==> config.mk <==
export PLATFORM = sky130hd
export DESIGN_NAME = mips_main_control_fsm
export DESIGN_NICKNAME = d
export VERILOG_FILES = /design/src/rtl/mips_ctrl_pkg.sv /design/src/rtl/mips_ctrl_outdec.sv /design/src/rtl/mips_main_control_fsm.sv
export SDC_FILE = /design/constraint.sdc
export NUM_CORES = 1
export LEC_CHECK = 0
export BUFFER_PORTS_ARGS = -buffer_cell sky130_fd_sc_hd__buf_4
export CAP_MARGIN = 20
export CORE_MARGIN = 4
export CORE_UTILIZATION = 48
export CTS_CLUSTER_SIZE = 24
export DETAILED_ROUTE_END_ITERATION = 12
export PLACE_DENSITY = 0.76
export SETUP_SLACK_MARGIN = 0.02
export SLEW_MARGIN = 20
export SYNTH_ARGS = -nofsm -noshare
export SYNTH_HDL_FRONTEND = slang
export SYNTH_SLANG_ARGS = --single-unit
==> constraint.sdc <==
create_clock -name clk -period 2.3 [get_ports clk]
set_input_delay 0.46 -clock clk [delete_from_list [all_inputs] [get_ports clk]]
set_output_delay 0.46 -clock clk [all_outputs]
set_load 0.005 [all_outputs]
==> src/rtl/mips_ctrl_pkg.sv <==
// Shared encodings for the multicycle MIPS control path: states, opcodes,
// ALU operation codes, mux selects and the packed datapath control word.
package mips_ctrl_pkg;

    typedef enum logic [3:0] {
        ST_IDLE   = 4'd0,
        ST_FETCH  = 4'd1,
        ST_DECODE = 4'd2,
        ST_MEMADR = 4'd3,
        ST_MEMRD  = 4'd4,
        ST_MEMWB  = 4'd5,
        ST_MEMWR  = 4'd6,
        ST_EXEC   = 4'd7,
        ST_ALUWB  = 4'd8,
        ST_BRANCH = 4'd9,
        ST_JUMP   = 4'd10
    } state_t;

    localparam logic [5:0] OP_RTYPE = 6'b000000;
    localparam logic [5:0] OP_LW    = 6'b100011;
    localparam logic [5:0] OP_SW    = 6'b101011;
    localparam logic [5:0] OP_BEQ   = 6'b000100;
    localparam logic [5:0] OP_J     = 6'b000010;

    localparam logic [1:0] ALUOP_ADD   = 2'b00;
    localparam logic [1:0] ALUOP_SUB   = 2'b01;
    localparam logic [1:0] ALUOP_FUNCT = 2'b10;

    localparam logic [1:0] SRCB_REGB  = 2'b00;
    localparam logic [1:0] SRCB_FOUR  = 2'b01;
    localparam logic [1:0] SRCB_IMM   = 2'b10;
    localparam logic [1:0] SRCB_IMMSH = 2'b11;

    localparam logic [1:0] PCSRC_ALU    = 2'b00;
    localparam logic [1:0] PCSRC_ALUOUT = 2'b01;
    localparam logic [1:0] PCSRC_JUMP   = 2'b10;

    typedef struct packed {
        logic [1:0] alu_op;
        logic       alu_src_a;
        logic [1:0] alu_src_b;
        logic       i_or_d;
        logic       mem_read;
        logic       mem_write;
        logic       ir_write;
        logic       pc_write;
        logic       pc_write_cond;
        logic [1:0] pc_source;
        logic       reg_write;
        logic       reg_dst;
        logic       mem_to_reg;
    } ctrl_word_t;

endpackage

==> src/rtl/mips_ctrl_outdec.sv <==
// Pure combinational map from an FSM state to the datapath control word.
module mips_ctrl_outdec
    import mips_ctrl_pkg::*;
(
    input  state_t     state,
    output ctrl_word_t ctrl
);

    always_comb begin
        // NOTE: default every field first so no path through the case infers a latch.
        ctrl = '0;
        case (state)
            ST_FETCH: begin
                ctrl.mem_read  = 1'b1;
                ctrl.alu_src_b = SRCB_FOUR;
                ctrl.alu_op    = ALUOP_ADD;
                ctrl.pc_source = PCSRC_ALU;
                ctrl.ir_write  = 1'b1;
                ctrl.pc_write  = 1'b1;
            end
            ST_DECODE: begin
                ctrl.alu_src_b = SRCB_IMMSH;
                ctrl.alu_op    = ALUOP_ADD;
            end
            ST_MEMADR: begin
                ctrl.alu_src_a = 1'b1;
                ctrl.alu_src_b = SRCB_IMM;
                ctrl.alu_op    = ALUOP_ADD;
            end
            ST_MEMRD: begin
                ctrl.mem_read = 1'b1;
                ctrl.i_or_d   = 1'b1;
            end
            ST_MEMWB: begin
                ctrl.reg_write  = 1'b1;
                ctrl.mem_to_reg = 1'b1;
            end
            ST_MEMWR: begin
                ctrl.mem_write = 1'b1;
                ctrl.i_or_d    = 1'b1;
            end
            ST_EXEC: begin
                ctrl.alu_src_a = 1'b1;
                ctrl.alu_src_b = SRCB_REGB;
                ctrl.alu_op    = ALUOP_FUNCT;
            end
            ST_ALUWB: begin
                ctrl.reg_write = 1'b1;
                ctrl.reg_dst   = 1'b1;
            end
            ST_BRANCH: begin
                ctrl.alu_src_a     = 1'b1;
                ctrl.alu_src_b     = SRCB_REGB;
                ctrl.alu_op        = ALUOP_SUB;
                ctrl.pc_write_cond = 1'b1;
                ctrl.pc_source     = PCSRC_ALUOUT;
            end
            ST_JUMP: begin
                ctrl.pc_write  = 1'b1;
                ctrl.pc_source = PCSRC_JUMP;
            end
            default: ctrl = '0;
        endcase
    end

endmodule

==> src/rtl/mips_main_control_fsm.sv <==
// Multicycle MIPS main control FSM with registered control outputs.
// Define CTRL_JUMP_EN to decode the J instruction; otherwise J is illegal.
module mips_main_control_fsm
    import mips_ctrl_pkg::*;
(
    input  logic       clk,
    input  logic       rst_n,
    input  logic [5:0] opcode,
    input  logic       mem_ready,
    output logic [1:0] alu_op,
    output logic       alu_src_a,
    output logic [1:0] alu_src_b,
    output logic       i_or_d,
    output logic       mem_read,
    output logic       mem_write,
    output logic       ir_write,
    output logic       pc_write,
    output logic       pc_write_cond,
    output logic [1:0] pc_source,
    output logic       reg_write,
    output logic       reg_dst,
    output logic       mem_to_reg,
    output logic       illegal_op,
    output logic [3:0] state_o
);

    state_t     state_q, next_state;
    ctrl_word_t ctrl_q, next_ctrl;
    logic       op_legal;

    always_comb begin
        case (opcode)
            OP_RTYPE, OP_LW, OP_SW, OP_BEQ: op_legal = 1'b1;
`ifdef CTRL_JUMP_EN
            OP_J:                           op_legal = 1'b1;
`endif
            default:                        op_legal = 1'b0;
        endcase
    end

    always_comb begin
        next_state = ST_FETCH;
        case (state_q)
            ST_IDLE:   next_state = ST_FETCH;
            ST_FETCH:  next_state = mem_ready ? ST_DECODE : ST_FETCH;
            ST_DECODE: begin
                case (opcode)
                    OP_LW, OP_SW: next_state = ST_MEMADR;
                    OP_RTYPE:     next_state = ST_EXEC;
                    OP_BEQ:       next_state = ST_BRANCH;
`ifdef CTRL_JUMP_EN
                    OP_J:         next_state = ST_JUMP;
`endif
                    default:      next_state = ST_FETCH;
                endcase
            end
            ST_MEMADR: next_state = (opcode == OP_LW) ? ST_MEMRD : ST_MEMWR;
            ST_MEMRD:  next_state = mem_ready ? ST_MEMWB : ST_MEMRD;
            ST_MEMWB:  next_state = ST_FETCH;
            ST_MEMWR:  next_state = mem_ready ? ST_FETCH : ST_MEMWR;
            ST_EXEC:   next_state = ST_ALUWB;
            ST_ALUWB:  next_state = ST_FETCH;
            ST_BRANCH: next_state = ST_FETCH;
            ST_JUMP:   next_state = ST_FETCH;
            default:   next_state = ST_FETCH;
        endcase
    end

    // Decoding next_state lets the registered word be valid for the whole state.
    mips_ctrl_outdec u_outdec (
        .state (next_state),
        .ctrl  (next_ctrl)
    );

    always_ff @(posedge clk or negedge rst_n) begin
        // NOTE: sequential state uses non-blocking assignments only.
        if (!rst_n) begin
            state_q <= ST_IDLE;
            ctrl_q  <= '0;
        end else begin
            state_q <= next_state;
            ctrl_q  <= next_ctrl;
        end
    end

    assign alu_op        = ctrl_q.alu_op;
    assign alu_src_a     = ctrl_q.alu_src_a;
    assign alu_src_b     = ctrl_q.alu_src_b;
    assign i_or_d        = ctrl_q.i_or_d;
    assign mem_read      = ctrl_q.mem_read;
    assign mem_write     = ctrl_q.mem_write;
    assign pc_write_cond = ctrl_q.pc_write_cond;
    assign pc_source     = ctrl_q.pc_source;
    assign reg_write     = ctrl_q.reg_write;
    assign reg_dst       = ctrl_q.reg_dst;
    assign mem_to_reg    = ctrl_q.mem_to_reg;

    // Fetch strobes fire only in the cycle the instruction word actually arrives.
    assign ir_write   = ctrl_q.ir_write & mem_ready;
    assign pc_write   = ctrl_q.pc_write & (mem_ready | (state_q != ST_FETCH));
    assign illegal_op = (state_q == ST_DECODE) & ~op_legal;
    assign state_o    = state_q;

endmodule
==> results.rst <==
.. list-table::
   :header-rows: 1

   * - Metric
     - Value
   * - Fraction of layout instances using a drive strength above 1
     - 40.9%
   * - Synthesis-to-layout area growth
     - 25.3%
   * - R2R Path End
     - alu_src_b[1]
   * - Fillers
     - 159
   * - Setup repair after global routing missed its margin
     - no
   * - Maximum level of the CTS H-tree
     - 1
   * - Total placed cells including tap cells
     - 131
   * - Setup Total Neg Slack
     - 0 ns
   * - Max reg flops
     - 4
   * - # DRC
     - 0
   * - Area fraction of the dominant cell type after synthesis
     - 52.3%
   * - Number of cells in the finished layout apart from fillers
     - around 140
   * - Pre-CTS setup slack
     - 0.154 ns
   * - Type of element launching the critical path
     - flop
   * - Drt total wl
     - 1740 um
   * - Post-layout minimum cycle time
     - 2.14 ns
   * - Cell area after layout
     - ~1100 um^2
   * - Synthesized area divided by synthesized cell count
     - 11.0 um^2
   * - Pleak
     - 0.544 nW
   * - Detailed-placement wirelength estimate
     - roughly 1400 um
   * - Number of global-route vias before repair
     - 643
   * - Path type of the worst min-delay path
     - primary input to asynchronous set/reset pin
   * - Main area contributors after synthesis
     - sky130_fd_sc_hd__dfrtp_1, sky130_fd_sc_hd__buf_4, sky130_fd_sc_hd__a21oi_1
   * - Detailed Routing Iterations Pass 1
     - 4
   * - Peak fanout along the critical path
     - 7
   * - Cell taking the most area after synthesis
     - sky130_fd_sc_hd__dfrtp_1
   * - Final net count
     - 120
   * - Detailed Route Iter0 Violations
     - 18
   * - End-of-flow core utilization
     - around 65%
   * - Number of ports placed on the die boundary
     - 30
   * - Placement Cell Area
     - between 1000 and 1500 um^2
   * - Outcome
     - finished clean
   * - Internal power
     - ~0.76 mW
   * - Data arrival, critical path
     - 1.68 ns
   * - Chip width
     - 51.5 um
   * - Vias
     - 696
   * - Count of antenna-violating nets left after detailed routing
     - 0
   * - CTS buffer count
     - 3
   * - Count of hold buffers inserted by post-cts repair
     - 0
   * - Max capacitance violation total
     - 0
   * - Number of antenna violations at the first check in global routing
     - 0
   * - Required time of the critical path
     - roughly 1.8 ns
   * - GPL Wtd Cong
     - 0.785
   * - Switching power summed over all nets
     - 0.388 mW
   * - Worst-case clock buffer depth
     - 2
   * - Cell Area, Synth
     - 910 um^2
   * - Power density over the cells
     - approximately 1000 nW/um^2
   * - Starting density of the core
     - 51.6%
   * - Total inserted antenna cells
     - 0
   * - Number of setup violations in the final report
     - 0
   * - Ratio of routed vias to standard cells
     - 5.16
   * - Clock share of power
     - 13.6%
   * - Comb power frac
     - 47.2%
   * - Net count of the mapped netlist
     - between 90 and 100
   * - Gr ovfl total
     - 0
   * - Internal reg-to-reg setup slack
     - 0.44 ns
   * - Worst clock skew on the final layout
     - around 0.0026 ns
   * - Clock network latency to the later pin of the worst-skew pair
     - 0.28 ns
   * - Register bit total from synthesis
     - 19
   * - CTS Sinks
     - 19
   * - Cells on worst reg2reg path
     - 4
   * - Floorplan die area
     - ~2700 um^2
   * - Sw Ratio
     - 33.8%
   * - Fin worst setup slack
     - 0.159 ns
   * - Part of the Yosys area used for sequential elements
     - a little over half
   * - Core Box Area
     - approximately 1800 um^2
   * - Max Slew Vio Count
     - 0
   * - Setup Crit Path Kind
     - flop to output port
   * - Wire length of the first global-routing pass
     - 2840 um
   * - TritonCTS clock tree
     - done
   * - Die Y
     - roughly 52 um
   * - Final count of hold timing violations
     - 0
   * - Site Rows
     - 15
   * - Cell chosen for the clock root
     - sky130_fd_sc_hd__clkbuf_4
   * - Part of the power in registers
     - 39.2%
   * - GRT Total Usage
     - about 15%
   * - Clock slew at reported path FFs
     - 0.09 ns
   * - WL/cell
     - 12.9 um
   * - Final clock period utilization by the worst path
     - between 90% and 100%
   * - Setup crit end kind
     - output port
   * - Unique masters post-synth
     - 29
   * - Post-synthesis instance total
     - 83
   * - Number of buffers added on ports
     - 29
   * - R2r startpoint
     - state_o[0]
   * - Yosys warns
     - 0
   * - Maximum number of pins on one net before global-route repair
     - 20
   * - Peak ir drop on the vdd network
     - 0.000572 V
   * - Max Fclk
     - between 400 and 500 MHz
[worst max-delay path by stage]
stage	startpoint	to	slack, ns
final	state_o[0]	illegal_op	0.16
after floorplan	opcode[5]	mem_read	0.35
after detailed placement	opcode[5]	mem_read	0.15
after global routing	state_o[0]	illegal_op	0.08
after CTS	state_o[0]	illegal_op	0.02
after global placement	opcode[5]	mem_read	0.18
[power groups by stage]
stage / clock [mW] / sequential [mW] / combinational [mW]
floorplan: 0 / 0.468 / 0.332
global placement: 0 / 0.456 / 0.534
detailed placement: 0 / 0.458 / 0.542
CTS: 0.160 / 0.451 / 0.543
global route: 0.175 / 0.460 / 0.596
finish: 0.157 / 0.451 / 0.543
[placed cells by master, fill, tap and decap left out, types with 2 or more instances in the layout]
master,n
sky130_fd_sc_hd__nand3_1,4
sky130_fd_sc_hd__or2_2,2
sky130_fd_sc_hd__buf_4,33
sky130_fd_sc_hd__a211oi_1,4
sky130_fd_sc_hd__nand2_1,7
sky130_fd_sc_hd__a21oi_1,6
sky130_fd_sc_hd__inv_1,3
sky130_fd_sc_hd__o22ai_1,2
sky130_fd_sc_hd__dfrtp_1,19
sky130_fd_sc_hd__nor2_1,8
sky130_fd_sc_hd__clkbuf_4,3
[cell families after synthesis]
kind of cell,Yosys count,share of synthesized area [%]
buffers and inverters,13,9.90
flip-flops,19,52.3
other,1,0.412
AND/OR/NAND/NOR,32,21.6
AO/OA/AOI/OAI,18,15.8
[worst max-delay path, cell delays in order (launching register included)]
cell and delay (ns):
sky130_fd_sc_hd__dfrtp_1 0.39, sky130_fd_sc_hd__or4b_4 0.61, sky130_fd_sc_hd__a211oi_1 0.25, sky130_fd_sc_hd__buf_4 0.15
[area by class of cell]
type | instances | area [um^2] | area share [%]
tap | 25 | 31.3 | 2.74
sequential | 19 | 475 | 41.7
inverter | 3 | 11.3 | 0.988
multi-input combinational | 51 | 348 | 30.5
timing repair buffer | 33 | 248 | 21.7
clock buffer | 4 | 26.3 | 2.31
[routing by layer]
metal | track usage, % | vias up | wire, um
met4 | 9.61 | 0 | 47
li1 | - | 340 | -
met2 | 22.9 | 27 | 822
met3 | 1.72 | 4 | 112
met5 | 0 | - | 0
met1 | 18.9 | 325 | 758
[cell usage after synthesis]
library cell and count:
sky130_fd_sc_hd__buf_4 7, sky130_fd_sc_hd__a21bo_2 1, sky130_fd_sc_hd__nand4b_4 1, sky130_fd_sc_hd__and2_1 1
sky130_fd_sc_hd__o21ai_0 1, sky130_fd_sc_hd__and2b_1 1, sky130_fd_sc_hd__nor4_2 1, sky130_fd_sc_hd__dfrtp_1 19
sky130_fd_sc_hd__inv_1 3, sky130_fd_sc_hd__or3_1 1, sky130_fd_sc_hd__nor3b_1 1, sky130_fd_sc_hd__or2_2 2
sky130_fd_sc_hd__or4b_1 2, sky130_fd_sc_hd__nor2_1 8, sky130_fd_sc_hd__nand4_1 1, sky130_fd_sc_hd__nand3_1 4
sky130_fd_sc_hd__nand2_1 7, sky130_fd_sc_hd__o31a_1 1, sky130_fd_sc_hd__a211oi_1 4, sky130_fd_sc_hd__o22ai_1 2
sky130_fd_sc_hd__a21boi_2 1, sky130_fd_sc_hd__buf_6 2, sky130_fd_sc_hd__a2111oi_4 1, sky130_fd_sc_hd__nor2b_1 1
sky130_fd_sc_hd__clkbuf_1 1, sky130_fd_sc_hd__or4_4 1, sky130_fd_sc_hd__a21oi_1 6, sky130_fd_sc_hd__o2111ai_1 1
sky130_fd_sc_hd__conb_1 1
[through the flow]
stage	hold WS [ns]	total power [mW]
finish	0.0229	1.15
global route	0.0281	1.23
CTS	0.0239	1.15
detailed placement	0.339	1.00
global placement	0.337	0.991
floorplan	0.164	0.800
[what timing repair did]
item,CTS,global route
buffers inserted,0,0
gates resized for setup,0,1
endpoints found under the setup margin,0,1
Note: power is estimated with default switching activity, not from simulation.
